<file path="src/rtl/dual_grant_scheduler.sv">
// Two-slot scheduler: each free slot goes to the best pending requester and is held until done or timeout.
// Define DUAL_GRANT_SCHED_RR_EN for rotating priority; otherwise priority is fixed (highest index wins).
module dual_grant_scheduler #(
    parameter int unsigned N_REQ   = 12,
    parameter int unsigned TIMEOUT = 255
) (
    input  logic             clk,
    input  logic             reset,
    input  logic [N_REQ-1:0] req,
    input  logic             done0,
    input  logic             done1,
    output logic             gnt0_valid,
    output logic [3:0]       gnt0_idx,
    output logic             gnt1_valid,
    output logic [3:0]       gnt1_idx,
    output logic             timeout0,
    output logic             timeout1
);
    typedef enum logic {S_IDLE = 1'b0, S_BUSY = 1'b1} state_t;

    state_t           r_state [2];
    logic [3:0]       r_idx   [2];
    logic [7:0]       r_cnt   [2];
    logic [1:0]       r_to;

    state_t           w_state_nxt [2];
    logic [3:0]       w_idx_nxt   [2];
    logic [7:0]       w_cnt_nxt   [2];
    logic [1:0]       w_to_nxt;
    logic [1:0]       w_done;
    logic [N_REQ-1:0] w_cand;
    logic [3:0]       w_start;
    logic [3:0]       w_pos;
    logic             w_first_vld;
    logic [3:0]       w_first_idx;
    logic             w_second_vld;
    logic [3:0]       w_second_idx;
    logic [1:0]       w_grant;
    logic [3:0]       w_grant_idx [2];

    assign w_done = {done1, done0};

`ifdef DUAL_GRANT_SCHED_RR_EN
    logic [3:0] r_ptr;

    // Pointer follows the most recent grant; slot1 wins on a double grant.
    always_ff @(posedge clk) begin
        if (reset) begin
            r_ptr <= '0;
        end else if (w_grant[1]) begin
            r_ptr <= w_grant_idx[1];
        end else if (w_grant[0]) begin
            r_ptr <= w_grant_idx[0];
        end
    end

    assign w_start = r_ptr;
`else
    assign w_start = '0;
`endif

    always_comb begin
        w_cand = req;
        for (int unsigned s = 0; s < 2; s++) begin
            if (r_state[s] == S_BUSY) begin
                w_cand[r_idx[s]] = 1'b0;
            end
        end
    end

    // Walk downward from start-1, wrapping 0 -> N_REQ-1; start 0 gives plain high-index-first.
    always_comb begin
        w_first_vld  = 1'b0;
        w_first_idx  = '0;
        w_second_vld = 1'b0;
        w_second_idx = '0;
        w_pos        = w_start;
        for (int unsigned k = 0; k < N_REQ; k++) begin
            w_pos = (w_pos == 4'd0) ? 4'(N_REQ - 1) : w_pos - 4'd1;
            if (w_cand[w_pos]) begin
                if (!w_first_vld) begin
                    w_first_vld = 1'b1;
                    w_first_idx = w_pos;
                end else if (!w_second_vld) begin
                    w_second_vld = 1'b1;
                    w_second_idx = w_pos;
                end
            end
        end
    end

    always_comb begin
        w_grant        = '0;
        w_grant_idx[0] = w_first_idx;
        w_grant_idx[1] = w_first_idx;
        w_grant[0]     = (r_state[0] == S_IDLE) && w_first_vld;
        if (r_state[0] == S_IDLE) begin
            w_grant[1]     = (r_state[1] == S_IDLE) && w_second_vld;
            w_grant_idx[1] = w_second_idx;
        end else begin
            w_grant[1]     = (r_state[1] == S_IDLE) && w_first_vld;
        end
    end

    always_comb begin
        w_to_nxt = '0;
        for (int unsigned s = 0; s < 2; s++) begin
            w_state_nxt[s] = r_state[s];
            w_idx_nxt[s]   = r_idx[s];
            w_cnt_nxt[s]   = r_cnt[s];
            if (r_state[s] == S_IDLE) begin
                if (w_grant[s]) begin
                    w_state_nxt[s] = S_BUSY;
                    w_idx_nxt[s]   = w_grant_idx[s];
                    w_cnt_nxt[s]   = '0;
                end
            end else if (w_done[s]) begin
                w_state_nxt[s] = S_IDLE;
            end else if ((TIMEOUT != 0) && (({1'b0, r_cnt[s]} + 9'd1) >= 9'(TIMEOUT))) begin
                w_state_nxt[s] = S_IDLE;
                w_to_nxt[s]    = 1'b1;
            end else if (r_cnt[s] != '1) begin
                w_cnt_nxt[s] = r_cnt[s] + 8'd1;
            end
        end
    end

    always_ff @(posedge clk) begin
        if (reset) begin
            for (int unsigned s = 0; s < 2; s++) begin
                r_state[s] <= S_IDLE;
                r_idx[s]   <= '0;
                r_cnt[s]   <= '0;
            end
            r_to <= '0;
        end else begin
            for (int unsigned s = 0; s < 2; s++) begin
                r_state[s] <= w_state_nxt[s];
                r_idx[s]   <= w_idx_nxt[s];
                r_cnt[s]   <= w_cnt_nxt[s];
            end
            r_to <= w_to_nxt;
        end
    end

    assign gnt0_valid = (r_state[0] == S_BUSY);
    assign gnt1_valid = (r_state[1] == S_BUSY);
    assign gnt0_idx   = r_idx[0];
    assign gnt1_idx   = r_idx[1];
    assign timeout0   = r_to[0];
    assign timeout1   = r_to[1];

endmodule
</file>
<file path="config.mk">
export PLATFORM = sky130hd
export DESIGN_NAME = dual_grant_scheduler
export DESIGN_NICKNAME = d
export VERILOG_FILES = /design/src/rtl/dual_grant_scheduler.sv
export SDC_FILE = /design/constraint.sdc
export NUM_CORES = 1
export LEC_CHECK = 0
export ABC_AREA = 1
export CAP_MARGIN = 5
export CORE_MARGIN = 2
export CORE_UTILIZATION = 43
export CTS_CLUSTER_SIZE = 16
export DETAILED_ROUTE_END_ITERATION = 12
export GPL_ROUTABILITY_DRIVEN = 0
export REMOVE_ABC_BUFFERS = 1
export SLEW_MARGIN = 15
export SYNTH_ARGS = -nofsm -noshare
export SYNTH_HDL_FRONTEND = slang
export SYNTH_SLANG_ARGS = --single-unit
</file>
<file path="constraint.sdc">
create_clock -name clk -period 6.7 [get_ports clk]
set_clock_uncertainty 0.05 [all_clocks]
set_input_delay 1.005 -clock clk [delete_from_list [all_inputs] [get_ports clk]]
set_output_delay 1.005 -clock clk [all_outputs]
set_load 0.01 [all_outputs]
</file>
==> results of run 1 <==
-- state kept, by name (all words and copies together), names as in the netlist --
register	cells
r_cnt	16
r_idx	8
r_state	2
r_to	2
-- power by group through the flow --
| stage | combinational [W] | sequential, W | clock [W] |
|---|---|---|---|
| 6_report | 0.000133 | 0.000187 | 0.000131 |
| 5_1_grt | 0.000148 | 0.000189 | 0.000144 |
| 4_1_cts | 0.000133 | 0.000187 | 0.000135 |
| 3_5_place_dp | 0.000132 | 0.000191 | 0 |
| 3_3_place_gp | 0.000132 | 0.000191 | 0 |
| 2_1_floorplan | 0.0000825 | 0.000190 | 0 |
-- metal layers --
layer / wire length, um / share of wire, % / up-vias
li1: - / - / 1273
met1: 2920 / 47 / 1073
met2: 3040 / 48 / 47
met3: 135 / 2.2 / 21
met4: 179 / 2.9 / 0
met5: 0 / 0 / -
-- logic make-up (layout without fill, tap and decap cells) --
group	Yosys count	in the layout	synth area share, %
compound gates	69	69	16.9
flops	28	28	22.9
buf+inv	62	89	10.0
xor+xnor	11	11	3.94
fa+ha+maj	9	9	4.60
simple gates	194	194	41.7
-- final timing paths --
kind	from	to	slack [ns]	cells past startpoint
max	req[10]	r_idx[0][7]	3.05	19
min	r_cnt[0][7]	r_cnt[0][7]	0.45	2
max reg2reg	r_state[0][0]	r_idx[0][5]	3.26	20
min reg2reg	r_cnt[0][7]	r_cnt[0][7]	0.45	2
-- tightest hold or removal path, cell delays in order, from the launching register on --
cell and delay [ns]:
dfxtp_1 0.34, nand2_1 0.07, a21oi_1 0.05
-- cell type report --
type / instances / area [um2]
Clock buffer: 3 / 41.3
Clock inverter: 1 / 30.0
Fill cell: 574 / 2650
Inverter: 57 / 214
Multi-Input combinational cell: 283 / 1640
Sequential cell: 28 / 561
Tap cell: 72 / 90.1
Timing Repair Buffer: 28 / 278
-- through the flow --
step,util [%],area (um2),setup slack [ns],cells
2_1_floorplan,-,2420,3.54,368
3_3_place_gp,50.6,2780,2.86,468
3_5_place_dp,50.6,2780,2.78,468
4_1_cts,51.9,2860,3.07,472
5_1_grt,51.9,2860,2.81,472
6_report,51.9,2860,3.05,472
-- cell usage in the layout, fill, tap and decap left out, types with 4 or more instances in the layout --
| cell | n |
|---|---|
| a21oi_1 | 22 |
| a21oi_2 | 7 |
| clkdlybuf4s50_1 | 27 |
| dfxtp_1 | 28 |
| ha_1 | 9 |
| inv_1 | 49 |
| inv_2 | 8 |
| nand2_1 | 71 |
| nand2_2 | 10 |
| nand3_1 | 21 |
| nand3_2 | 7 |
| nand3b_1 | 7 |
| nand4_1 | 6 |
| nor2_1 | 39 |
| nor2_4 | 8 |
| nor3_1 | 8 |
| o211ai_1 | 4 |
| o21ai_0 | 22 |
| o21ai_1 | 5 |
| or2_2 | 6 |
| xor2_1 | 9 |
==> summary.txt, run 1 <==
Run status: finished, final reports clean
I/O pin count: 28
VDD IR-drop max: 0.0932 mV
HPWL after detailed placement: 5050 um
Top cell by count, worst path: nor2_1
Synth warn: 0
Syn Area/Cell: 6.56 um2
Setup CP Type: in -> reg
Total gr overflow: 0
CP delay by family, top: simple AND/OR/NAND/NOR gates
Final ANT Viol Nets: 0
P_int: 0.000303 W
Crit path launch type: primary input
Routed vias: 2414
Relative slew slack: 58.7%
Root Driver: clkbuf_8
Final Cycle Share: 54.5%
Worst path required time: 6.82 ns
Initial Util: 44.4%
Most used DFF post-synth: dfxtp_1
Crit. End Element: flop
DIE AREA: 6310 um2
Switch Pwr: 0.000148 W
Clk sinks: 28
Most instantiated cells after synthesis: nand2_1, inv_1, nor2_1
# Post-CTS Setup Buffers: 0
IO Port Bufs: 27
Slew Viols, Final: 0
Final setup viols: 0
Drt pass-1 iters: 4
CP max-delay cell: clkdlybuf4s50_1
CP Cell Sequence: clkdlybuf4s50_1 -> o31ai_1 -> a21oi_1 -> inv_1 -> ha_1 -> nand3_4 -> nor2_1 -> nor2_1 -> nor2_4 -> nand2_2 -> nor2_2 -> nand2_2 -> nor2_4 -> nand3_2 -> nand2_2 -> inv_1 -> nand2_1 -> nor2_1 -> nor2_1
Worst-Margin Slew: 0.615 ns
Max FO, Critical Path: 13
Core ar.: 5510 um2
Smallest hold slack: 0.450 ns
Post-synthesis cell area: 2450 um2
CTS Buffer Depth: 2
Design Power: 0.000451 W
Die Span Y: 79.4 um
Switching part of the total power: 32.8%
Number of H-tree levels: 1
FFs w/ async S/R, synth: 0%
RSZ-0062 raised after global routing: false
Slowest Stage Delay on Critical Path: 0.45 ns
Synthesized netlist cell count: 373
Initial antenna violation count: 0
Area leader, netlist: dfxtp_1
Post-CTS Hold Buffers: 0
Cts bufs inserted: 3
Wire per inst: 13.3 um
Total wire length: 6270 um
GR Util met1: 25.6%
Row count: 27
Flop pwr share: 41.5%
# diodes: 0
Nets: 426
Clk slew on worst S/H paths: 0.09 ns
Post-synth EDFFs: 0
Layout area overhead: 16.7%
Synthesized flop and latch total: 28
CTS tree: done
Met3 Use GR: 1.92%
Sequential fraction of the synthesis area: 22.9%
Synth top area share: 22.9%
Vias in the first global route: 2306
First-pass GRT wire length: 10400 um
MaxCap Viol Count: 0
Hold/Removal Path Class: reg -> reg
Top-count cell post-synth: nand2_1
Vias/cell: 5.11
Final Hold Fails: 0
Min Tclk post-route: 3.65 ns
Largest net degree at the start of global routing: 21
DR iter-0 viols: 113
Pleak: 1.18 nW
Clk Latency, worst-skew pair: 0.27 ns
Cell variety after synth: 38
Comb power frac: 29.4%
DIE WIDTH: 79.4 um
FMAX: 274 MHz
Layout cells sized above 1: 15.3%
GRT busiest layer: met2
Setup tns final: 0 ns
Gr usage total: 20.5%
Post-CTS Resized: 0
Worst Path Buf+Inv: 3
# DRC: 0
Synth top area cells: dfxtp_1, nand2_1, inv_1
Global Route met2 Usage: 36.6%
Pwr Density: 158 nW/um2
Worst EP arrival: 3.77 ns
Clock share of power: 29.1%
Note: power is estimated with default switching activity, not from simulation.
==> inputs of run 2 (changes only) <==
--- a/config.mk
+++ b/config.mk
@@ -12,6 +12,7 @@
 export CTS_CLUSTER_SIZE = 16
 export DETAILED_ROUTE_END_ITERATION = 12
 export GPL_ROUTABILITY_DRIVEN = 0
+export PLACE_DENSITY = 0.66
 export REMOVE_ABC_BUFFERS = 1
 export SLEW_MARGIN = 15
 export SYNTH_ARGS = -nofsm -noshare
==> constraint.sdc (replaced) <==
create_clock -name clk -period 3.15 [get_ports clk]
set_clock_uncertainty 0.05 [all_clocks]
set_input_delay 0.4725 -clock clk [delete_from_list [all_inputs] [get_ports clk]]
set_output_delay 0.4725 -clock clk [all_outputs]
set_load 0.01 [all_outputs]
==> summary.txt, run 2 (synthesis results as in run 1) <==
Crit. End Element: flop (unchanged)
Worst EP arrival: 3.02 ns (was 3.77 ns)
Final Cycle Share: 90.7%
CP Cell Sequence: nand3_1 -> nor2_1 -> nor2_1 -> nand2_2 -> inv_1 -> ha_1 -> nand2_1 -> o21ai_1 -> o21ai_4 -> nand2_4 -> nor2_4 -> nand2_2 -> nor2_2 -> nand2_2 -> nor2_4 -> nand3_2 -> nand2_2 -> buf_12 -> nand3_2 -> a21oi_2 (was clkdlybuf4s50_1 -> o31ai_1 -> a21oi_1 -> inv_1 -> ha_1 -> nand3_4 -> nor2_1 -> nor2_1 -> nor2_4 -> nand2_2 -> nor2_2 -> nand2_2 -> nor2_4 -> nand3_2 -> nand2_2 -> inv_1 -> nand2_1 -> nor2_1 -> nor2_1)
Post-DP Area: 2880 um2 (was 2780 um2)
CP delay by family, top: simple AND/OR/NAND/NOR gates (unchanged)
Root Driver: clkbuf_8 (unchanged)
Setup CP Type: reg -> reg (was in -> reg)
CTS Buffer Depth: 2 (unchanged)
Hold Startpoint: r_cnt[0][7] (unchanged)
FMAX: 350 MHz
Core ar.: 5510 um2 (unchanged)
Run status: finished, final reports clean (unchanged)
Drt pass-1 iters: 4 (unchanged)
Clk Latency, worst-skew pair: 0.28 ns (was 0.27 ns)
Clk slew on worst S/H paths: 0.10 ns (was 0.09 ns)
Wire per inst: 12.7 um (was 13.3 um)
Vias/cell: 5.06 (was 5.11)
Slowest Stage Delay on Critical Path: 0.42 ns (was 0.45 ns)
Routed vias: 2443 (was 2414)
Layout cells sized above 1: 19.0% (was 15.3%)
Relative slew slack: 66.5% (was 58.7%)
Worst path required time: 3.32 ns (was 6.82 ns)
DIE AREA: 6310 um2 (unchanged)
DIE WIDTH: 79.4 um (unchanged)
# diodes: 0 (unchanged)
Nets: 437 (was 426)
MaxCap Viol Count: 0 (unchanged)
Row count: 27 (unchanged)
Commonest cells after routing, fill and taps aside: nand2_1, inv_1, nor2_1 (unchanged)
Layout area overhead: 21.5% (was 16.7%)
Top cell by count, worst path: nand2_2 (was nor2_1)
First-pass GRT wire length: 10400 um (about the same)
Setup tns final: 0 ns (unchanged)
Gr usage total: 20.6% (was 20.5%)
Hold/Removal Path Class: reg -> reg (unchanged)
Worst-Margin Slew: 0.501 ns (was 0.615 ns)
# Post-CTS Setup Buffers: 0 (unchanged)
HPWL after detailed placement: 4960 um (was 5050 um)
Largest net degree at the start of global routing: 17 (was 21)
Die Span Y: 79.4 um (unchanged)
Fin area: 2970 um2 (was 2860 um2)
Crit path launch type: flop (was primary input)
Post-CTS Hold Buffers: 0 (unchanged)
Slew Viols, Final: 0 (unchanged)
Post-CTS Resized: 0 (unchanged)
# fillers: 562 (was 574)
Top Registers: r_cnt: 16 flops, r_idx: 8 flops (unchanged)
Number of H-tree levels: 1 (unchanged)
Final ANT Viol Nets: 0 (unchanged)
Worst Path Buf+Inv: 2 (was 3)
Vias in the first global route: 2277 (was 2306)
Initial Util: 44.4% (unchanged)
Critical R2R Launch: r_state[0][0] (unchanged)
CTS tree: done (unchanged)
Worst Setup SP: r_state[0][0] (was req[10])
Initial antenna violation count: 0 (unchanged)
Cts bufs inserted: 3 (unchanged)
Final setup viols: 0 (unchanged)
DR iter-0 viols: 109 (was 113)
Min Tclk post-route: 2.86 ns
Total gr overflow: 0 (unchanged)
Final Hold Fails: 0 (unchanged)
IO Port Bufs: 27 (unchanged)
Clk sinks: 28 (unchanged)
RSZ-0062 raised after global routing: false (unchanged)
Total wire length: 6140 um (was 6270 um)
Pwr Density: 334 nW/um2 (was 158 nW/um2)
Pleak: 1.24 nW (was 1.18 nW)
CP max-delay cell: dfxtp_1 (was clkdlybuf4s50_1)
Most flops, register: r_cnt (unchanged)
I/O pin count: 28 (unchanged)
Most common cell after layout, fill and taps aside: nand2_1 (unchanged)
# DRC: 0 (unchanged)
Largest register FFs: 16 (unchanged)
VDD IR-drop max: 0.260 mV (was 0.0932 mV)
Max FO, Critical Path: 9 (was 13)
## run 2: cell count changes in the layout (fill, tap and decap cells not counted), sizes merged
cell and delta:
buf +11
## run 2: stage by stage
step / setup WS [ns] / utilization (%) / std cells / total power [W] / hold WS [ns]
6_report: 0.292 / 54.0 / 483 / 0.000992 / 0.452
5_1_grt: 0.0272 / 54.0 / 483 / 0.00105 / 0.468
4_1_cts: 0.151 / 53.6 / 483 / 0.000992 / 0.454
3_5_place_dp: 0.0378 / 52.3 / 479 / 0.000705 / 0.433
3_3_place_gp: 0.0925 / 52.3 / 479 / 0.000704 / 0.434
2_1_floorplan: 0.277 / - / 368 / 0.000580 / 0.408
## run 2: tightest hold or removal path, stage by stage (launching register included)
cell     delay [ns]
dfxtp_1        0.35
nand2_1        0.07
a21oi_1        0.05
## run 2: path summary, 6_finish.rpt
kind                        to  slack, ns  cells after the start
hold reg to reg    r_cnt[0][7]       0.45                      2
setup / recovery  r_cnt[0][10]       0.29                     20
hold / removal     r_cnt[0][7]       0.45                      2
setup reg to reg  r_cnt[0][10]       0.29                     20
## run 2: power breakdown
group          leakage [nW]  internal, W  switching, W
clock                0.0357     0.000170      0.000118
sequential            0.229     0.000370     0.0000210
combinational         0.977     0.000125      0.000188
## run 2: layout make-up
| type | instances | area, um2 | area share (%) |
|---|---|---|---|
| multi-input cells | 283 | 1660 | 55.9 |
| clock inverters | 1 | 30.0 | 1.01 |
| inverters | 57 | 214 | 7.19 |
| flip-flops and latches | 28 | 564 | 19.0 |
| repair buffers | 39 | 373 | 12.5 |
| well taps | 72 | 90.1 | 3.03 |
| clock buffers | 3 | 41.3 | 1.39 |
## run 2: metal layers
metal / vias up / wire length, um / global-route usage, %
met5: - / 0 / 0
met4: 0 / 116 / 7.59
met3: 10 / 177 / 1.58
met2: 41 / 3030 / 36.4
met1: 1098 / 2820 / 25.9
li1: 1294 / - / -
==> inputs of run 3 (changes only) <==
--- a/config.mk
+++ b/config.mk
@@ -7,13 +7,14 @@
 export LEC_CHECK = 0
 export ABC_AREA = 1
 export CAP_MARGIN = 5
+export CELL_PAD_IN_SITES_DETAIL_PLACEMENT = 1
+export CELL_PAD_IN_SITES_GLOBAL_PLACEMENT = 2
 export CORE_MARGIN = 2
-export CORE_UTILIZATION = 43
+export CORE_UTILIZATION = 28
 export CTS_CLUSTER_SIZE = 16
 export DETAILED_ROUTE_END_ITERATION = 12
 export GPL_ROUTABILITY_DRIVEN = 0
-export PLACE_DENSITY = 0.66
-export REMOVE_ABC_BUFFERS = 1
+export PLACE_DENSITY_LB_ADDON = 0.1
 export SLEW_MARGIN = 15
 export SYNTH_ARGS = -nofsm -noshare
 export SYNTH_HDL_FRONTEND = slang
==> summary.txt, run 3 (synthesis results as in run 1) <==
Pwr Density: 311 nW/um2 (was 334 nW/um2)
Crit. End Element: flop (unchanged)
I/O pin count: 28 (unchanged)
Number of H-tree levels: 1 (unchanged)
DIE WIDTH: 97.5 um (was 79.4 um)
Hold Startpoint: r_cnt[0][7] (unchanged)
Layout area overhead: 24.2% (was 21.5%)
Run status: finished, final reports clean (unchanged)
Gr usage total: 16.4% (was 20.6%)
Routed vias: 2497 (was 2443)
Die Span Y: 97.5 um (was 79.4 um)
DIE AREA: 9500 um2 (was 6310 um2)
Setup tns final: 0 ns (unchanged)
Row count: 34 (was 27)
CTS tree: done (unchanged)
Switching part of the total power: 35.4% (was 32.9%)
Total wire length: 7690 um (was 6140 um)
Worst flop-to-flop path endpoint: r_cnt[0][9] (was r_cnt[0][10])
Pleak: 1.25 nW (was 1.24 nW)
Worst-Margin Slew: 0.454 ns (was 0.501 ns)
VDD IR-drop max: 0.205 mV (was 0.260 mV)
Fin area: 3040 um2 (was 2970 um2)
Commonest cells after routing, fill and taps aside: nand2_1, inv_1, nor2_1 (unchanged)
Total gr overflow: 0 (unchanged)
Max FO, Critical Path: 9 (unchanged)
Syn nets: 398
Root Driver: clkbuf_8 (unchanged)
Vias in the first global route: 2628 (was 2277)
Hold path depth: 2 (unchanged)
Slew Viols, Final: 0 (unchanged)
DR iter-0 viols: 40 (was 109)
MaxCap Viol Count: 0 (unchanged)
Comb power frac: 34.7% (was 31.5%)
Drt pass-1 iters: 4 (unchanged)
# DRC: 0 (unchanged)
Worst EP arrival: 2.98 ns (was 3.02 ns)
RSZ-0062 raised after global routing: false (unchanged)
Initial Util: 28.5% (was 44.4%)
Clk slew on worst S/H paths: 0.10 ns (about the same)
Crit path launch type: flop (unchanged)
Vias/cell: 4.77 (was 5.06)
Most common cell after layout, fill and taps aside: nand2_1 (unchanged)
Worst reg2reg path depth: 20 (unchanged)
First-pass GRT wire length: 12800 um (was 10400 um)
CTS Buffer Depth: 2 (unchanged)
IO Port Bufs: 27 (unchanged)
Clk Latency, worst-skew pair: 0.28 ns (about the same)
Hold Path End: r_cnt[0][7] (unchanged)
HPWL after detailed placement: 6430 um (was 4960 um)
Top Registers: r_cnt: 16 flops, r_idx: 8 flops (unchanged)
Cts bufs inserted: 3 (unchanged)
# diodes: 0 (unchanged)
Initial antenna violation count: 0 (unchanged)
P_int: 0.000611 W (was 0.000665 W)
Flop pwr share: 41.3% (was 39.4%)
Final Hold Fails: 0 (unchanged)
# Post-CTS Setup Buffers: 0 (unchanged)
Switch Pwr: 0.000335 W (was 0.000327 W)
Clk sinks: 28 (unchanged)
Nets: 442 (was 437)
FMAX: 356 MHz (was 350 MHz)
Relative slew slack: 69.7% (was 66.5%)
Final Cycle Share: 89.2% (was 90.7%)
Hold/Removal Path Class: reg -> reg (unchanged)
Post-CTS Hold Buffers: 0 (unchanged)
Min Tclk post-route: 2.81 ns (was 2.86 ns)
Final setup viols: 0 (unchanged)
Critical R2R Launch: r_idx[0][0] (was r_state[0][0])
Most flops, register: r_cnt (unchanged)
Reg2reg setup slack: 0.34 ns (was 0.29 ns)
Final ANT Viol Nets: 0 (unchanged)
Worst path required time: 3.32 ns (about the same)
Setup CP Type: reg -> reg (unchanged)
Wire per inst: 14.7 um (was 12.7 um)
Layout cells sized above 1: 21.2% (was 19.0%)
Clock share of power: 24.1% (was 29.0%)
Post-DP Area: 2950 um2 (was 2880 um2)
Largest register FFs: 16 (unchanged)
Core ar.: 8590 um2 (was 5510 um2)
Largest net degree at the start of global routing: 16 (was 17)
## run 3: power groups by stage
stage | combinational, W | sequential, W | clock, W
after floorplan | 0.000185 | 0.000403 | 0
after global placement | 0.000329 | 0.000396 | 0
after detailed placement | 0.000329 | 0.000397 | 0
after CTS | 0.000330 | 0.000388 | 0.000241
after global routing | 0.000366 | 0.000394 | 0.000253
final | 0.000328 | 0.000390 | 0.000227
## run 3: layout make-up
type | instances | area [um2]
fillers | 1125 | 5550
multi-input cells | 283 | 1670
flip-flops and latches | 28 | 568
repair buffers | 44 | 402
inverters | 57 | 214
well taps | 108 | 135
clock buffers | 4 | 55.1
## run 3: worst max path at each step
stage                  start          end  slack, ns  cells past startpoint
4_1_cts          r_idx[0][1]  r_cnt[0][9]       0.04                     20
5_1_grt          r_idx[0][2]  r_cnt[0][9]       0.01                     21
3_5_place_dp         req[10]  r_cnt[0][9]   -0.00007                     20
2_1_floorplan  r_state[0][1]  r_idx[0][4]       0.41                     20
3_3_place_gp         req[10]  r_cnt[0][9]       0.06                     20
6_report         r_idx[0][0]  r_cnt[0][9]       0.34                     20
## run 3: routing by layer
layer	share of wire, %	global-route usage, %	vias up
met3	0.77	0.863	7
met4	1.3	4.27	0
met1	47	20.5	1174
met5	0	0	-
met2	51	30.5	15
li1	-	-	1301
## run 3: critical path, stage by stage (launching register included)
cell and delay, ns:
dfxtp_2 0.36, buf_4 0.15, nor2_2 0.19, a21oi_1 0.12, inv_1 0.10, ha_2 0.24, nand3_4 0.12, nor2_4 0.18
nand2_2 0.10, nor2_4 0.11, inv_2 0.07, nor2_4 0.10, inv_2 0.07, nor2_4 0.11, inv_2 0.05, nand2_2 0.06
nand3_2 0.08, nand2_2 0.12, buf_6 0.16, nand3_1 0.08, a21oi_1 0.13
## run 3: repair_timing
| item | 4_1_cts | 5_1_grt |
|---|---|---|
| gates resized for setup | 0 | 14 |
| endpoints found under the hold margin | 0 | 0 |
| endpoints found under the setup margin | 0 | 24 |
## run 3: stage by stage
| step | power, W | hold slack (ns) | util [%] | std cells | setup slack [ns] |
|---|---|---|---|---|---|
| 2_1_floorplan | 0.000589 | 0.414 | - | 373 | 0.409 |
| 6_report | 0.000946 | 0.454 | 35.4 | 524 | 0.339 |
| 4_1_cts | 0.000959 | 0.462 | 35.0 | 524 | 0.0421 |
| 3_3_place_gp | 0.000725 | 0.433 | 34.3 | 520 | 0.0588 |
| 3_5_place_dp | 0.000725 | 0.445 | 34.3 | 520 | -0.0000719 |
| 5_1_grt | 0.00101 | 0.486 | 35.4 | 524 | 0.0119 |
